[src/rtl/encoder_2_bit.sv]
// encoder_2_bit: 4-input priority encoder with registered index, valid and
// multi-request flags. Priority direction is chosen by PRIORITY_MSB
// (1 = highest set index wins, 0 = lowest set index wins). The outputs
// load on a rising clk edge when en=1, hold when en=0, and clear
// asynchronously while rst_n is low.
module encoder_2_bit #(
  parameter bit PRIORITY_MSB = 1'b1
) (
  input  logic       clk,
  input  logic       rst_n,
  input  logic [3:0] i,
  input  logic       en,
  output logic [1:0] o,
  output logic       valid,
  output logic       multi
);

  // blocked[k] is set when a request with higher priority than k is present;
  // win is then the one-hot winning request (all zero when i is zero).
  logic [3:0] blocked;
  logic [3:0] win;

  logic [1:0] o_next;
  logic       valid_next;
  logic       multi_next;
  logic [2:0] req_count;

  logic [1:0] o_reg;
  logic       valid_reg;
  logic       multi_reg;

  genvar gi;
  generate
    for (gi = 0; gi < 4; gi = gi + 1) begin : g_prio
      if (PRIORITY_MSB) begin : g_msb
        // Any request above this index takes priority.
        if (gi == 3) begin : g_top
          assign blocked[gi] = 1'b0;
        end else begin : g_rest
          assign blocked[gi] = |i[3:gi+1];
        end
      end else begin : g_lsb
        // Any request below this index takes priority.
        if (gi == 0) begin : g_bottom
          assign blocked[gi] = 1'b0;
        end else begin : g_rest
          assign blocked[gi] = |i[gi-1:0];
        end
      end
      assign win[gi] = i[gi] & ~blocked[gi];
    end
  endgenerate

  // Next-state values: binary index of the winner, any-request and
  // two-or-more-request flags. An all-zero request vector yields 00/0/0.
  always_comb begin
    req_count  = 3'd0;
    for (int k = 0; k < 4; k++) begin
      req_count = req_count + {2'b00, i[k]};
    end
    o_next     = {win[3] | win[2], win[3] | win[1]};
    valid_next = |i;
    multi_next = (req_count >= 3'd2);
  end

  // Output registers: capture on en, hold otherwise, clear on async reset.
  always_ff @(posedge clk or negedge rst_n) begin
    if (!rst_n) begin
      o_reg     <= 2'b00;
      valid_reg <= 1'b0;
      multi_reg <= 1'b0;
    end else if (en) begin
      o_reg     <= o_next;
      valid_reg <= valid_next;
      multi_reg <= multi_next;
    end
  end

  assign o     = o_reg;
  assign valid = valid_reg;
  assign multi = multi_reg;

endmodule

[config.mk]
export PLATFORM = sky130hd
export DESIGN_NAME = encoder_2_bit
export DESIGN_NICKNAME = d
export VERILOG_FILES = /design/src/rtl/encoder_2_bit.sv
export SDC_FILE = /design/constraint.sdc
export NUM_CORES = 1
export LEC_CHECK = 0
export BUFFER_PORTS_ARGS = -buffer_cell sky130_fd_sc_hd__clkbuf_2
export CAP_MARGIN = 20
export CORE_AREA = 2 2 39 41
export CTS_CLUSTER_DIAMETER = 60
export DETAILED_ROUTE_END_ITERATION = 7
export DIE_AREA = 0 0 41 43
export MAX_ROUTING_LAYER = met4
export PLACE_DENSITY = 0.35
export SLEW_MARGIN = 20
export SYNTH_ARGS = -nofsm -noshare
export SYNTH_HDL_FRONTEND = slang
export SYNTH_SLANG_ARGS = --single-unit
[constraint.sdc]
create_clock -name clk -period 1.5 [get_ports clk]
set_input_delay 0.3 -clock clk [delete_from_list [all_inputs] [get_ports clk]]
set_output_delay 0.3 -clock clk [all_outputs]
set_load 0.01 [all_outputs]
==> results.py <==
metrics = {
    "run_status": {
        "status": "finished clean",
    },
    "synth": {
        "yosysTopAreaCell": "dfrtp_1",
        "synth_edf_count": 0,
        "synthDominantCellAreaShare_pct": 48.5,
        "ys_ff_latch": 4,
        "synthTopCellsByCount": "nor2_1, dfrtp_1, a31oi_1, inv_1, nand2b_1",
        "async_reset_ff_share_pct": 100,
        "synth_ff_type": "dfrtp_1",
        "synth_nets": 30,
        "synth.most_common_cell": "nor2_1",
        "synthTopCellsByArea": "dfrtp_1, fa_1, a31oi_1, nor2_1, ha_1",
        "ys_warn_count": 0,
        "synth.distinct_cells": 9,
        "synth_cells": 21,
        "syn_area_um2": 206,
        "syn_area_per_cell_um2": 9.83,
        "ys_seq_area_share_pct": 48.5,
    },
    "floorplan": {
        "die_area_um2": 1760,
        "die_h_um": 43,
        "core_um2": 1380,
        "ios": 11,
        "dieWidth_um": 41,
        "row_count": 14,
        "initial_core_util_pct": 14.9,
    },
    "global_routing": {
        "grt_max_degree": 9,
        "grt_pass1_vias": 170,
        "grt_usage_pct": 6.60,
        "grt_pass1_wl_um": 655,
        "antenna_found_initial": 0,
        "gr-total-overflow": 0,
    },
    "setup_path": {
        "reg2reg_from": "o[1]",
        "worstSetupPathType": "reg2out",
        "end_kind": "output pin",
        "crit-reg2reg-capture": "o[1]",
        "path_delay_family": "flip-flops",
        "path_cells": "clkbuf_2",
        "reg2reg_slack_ns": 0.87,
        "worst_ep_required_time_ns": 1.20,
        "critical_path.max_stage_delay_ns": 0.37,
        "r2r_cells": 2,
        "cp_slowest_cell": "dfrtp_1",
        "crit_fanout": 2,
        "cp.arrival_ns": 0.73,
        "start_kind": "flop",
        "crit_buf_inv": 1,
    },
    "clock_tree": {
        "numCtsBuffers": 3,
        "max-clock-path-buffers": 2,
        "ctsRootBufferMaster": "clkbuf_4",
        "cts_tree": "yes",
        "clk_latency_ns": 0.23,
        "cts-htree-levels": 1,
        "cts_num_sinks": 4,
        "clk_pin_slew_ns": 0.04,
        "post-cts-setup-buffers": 0,
    },
    "min_path": {
        "min_from": "i[1]",
        "holdPathStages": 3,
        "min_to": "o[0]",
        "hold_path_class": "in2reg",
    },
    "layout": {
        "layout-drive-gt1-share_pct": 38.2,
        "n_fill_cell": 159,
        "largest_reg_flops": 2,
        "final_nets": 45,
        "multi_input_area_um2": 87.6,
        "seq_area_um2": 100,
        "diodes": 0,
        "syn2layout_area_growth_pct": 46.1,
    },
    "timing": {
        "setup-violations-final": 0,
        "relSlewSlack_pct": 90.0,
        "slew_viol_final": 0,
        "rsz0062_at_grt": "false",
        "fin_crit_sh_pct": 68.7,
        "tightestPinTransition_ns": 0.150,
        "hold_viol_final": 0,
        "skew_ns": 0,
        "hold_ws_ns": 0.337,
        "fin_crit_ns": 1.03,
        "fmax_mhz": 970,
        "setup_tns_ns": 0,
    },
    "drt": {
        "drc": 0,
        "vias_per_cell": 3.44,
        "drt_iter0_drc": 0,
        "ant_nets": 0,
        "drtPass1Iterations": 1,
        "num_vias": 172,
        "postRouteWirelength_um": 409,
        "wl_per_cell_um": 8.18,
    },
    "placed_design": {
        "gp_routability_congestion": 0.599,
        "portBuffers": 10,
    },
    "pwr": {
        "finalPower_mw": 0.299,
        "p_per_area_nw_per_um2": 992,
        "p_leak_nw": 0.149,
        "ir_worst_vdd_mv": 0.151,
    },
    "job": {
        "maxCapViolCount": 0,
    },
}
[logic make-up after synthesis]
kind of cell               after synthesis  share of synthesized area, %
buffers and inverters                    4                          9.09
AOI/OAI and AO/OA                        4                          11.5
and+or+nand+nor                          7                          15.2
DFF                                      4                          48.5
adders and majority gates                2                          15.8
[layout make-up]
cell class              instances  share of cell area, %
well taps                      16                   6.64
inverters                       3                   3.73
flip-flops and latches          4                   33.2
repair buffers                 11                   19.9
clock buffers                   3                   7.47
multi-input cells              13                   29.0
[worst reg2reg max path: cells and delay by family (launching register included)]
family	cells	cell delay, ns
simple gates	1	0.09
flops	1	0.37
compound gates	1	0.05
[where the power goes]
group | switching [mW] | total [mW] | internal [mW] | leakage (nW)
registers | 0.00492 | 0.123 | 0.118 | 0.0407
clock network | 0.0396 | 0.129 | 0.0892 | 0.0138
logic | 0.0251 | 0.0477 | 0.0226 | 0.0944
total | 0.0696 | 0.299 | 0.229 | 0.149
[cell usage in the layout (no fill, tap or decap), drive strengths merged]
master / instances
nor2: 5
nand2b: 2
ha: 1
inv: 3
dfrtp: 4
a31oi: 3
a21oi: 1
fa: 1
dlygate4sd3: 1
clkbuf: 13
[how the worst max path moves through the flow]
stage                     start    end  slack [ns]  depth (start not counted)
after floorplan            i[0]  multi        0.35                          4
after global placement     i[0]  multi        0.23                          5
after detailed placement   i[0]  multi        0.22                          5
after CTS                  o[1]   o[1]        0.45                          1
after global routing       o[1]   o[1]        0.42                          1
final                     valid  valid        0.47                          1
[routing by layer]
layer  vias to the layer above  GRT usage, %  wire length [um]
li1                         94             -                 -
met1                        70          7.79               190
met2                         8          5.94               187
met3                         0          1.57                31
met4                         0          12.0                 0
met5                         -             -                 0
[metrics by stage]
stage	worst slack, ns	cell area [um2]	cells	utilization [%]
after detailed placement	0.220	269	46	19.4
after floorplan	0.347	206	21	-
after global placement	0.234	269	46	19.4
after global routing	0.424	302	50	21.8
final	0.469	302	50	21.8
after CTS	0.450	302	50	21.8
[timing repair]
action,4_1_cts,5_1_grt
hold endpoints to repair,4,0
resized for setup,0,0
hold buffers,1,0
Note: power is estimated with default switching activity, not from simulation.
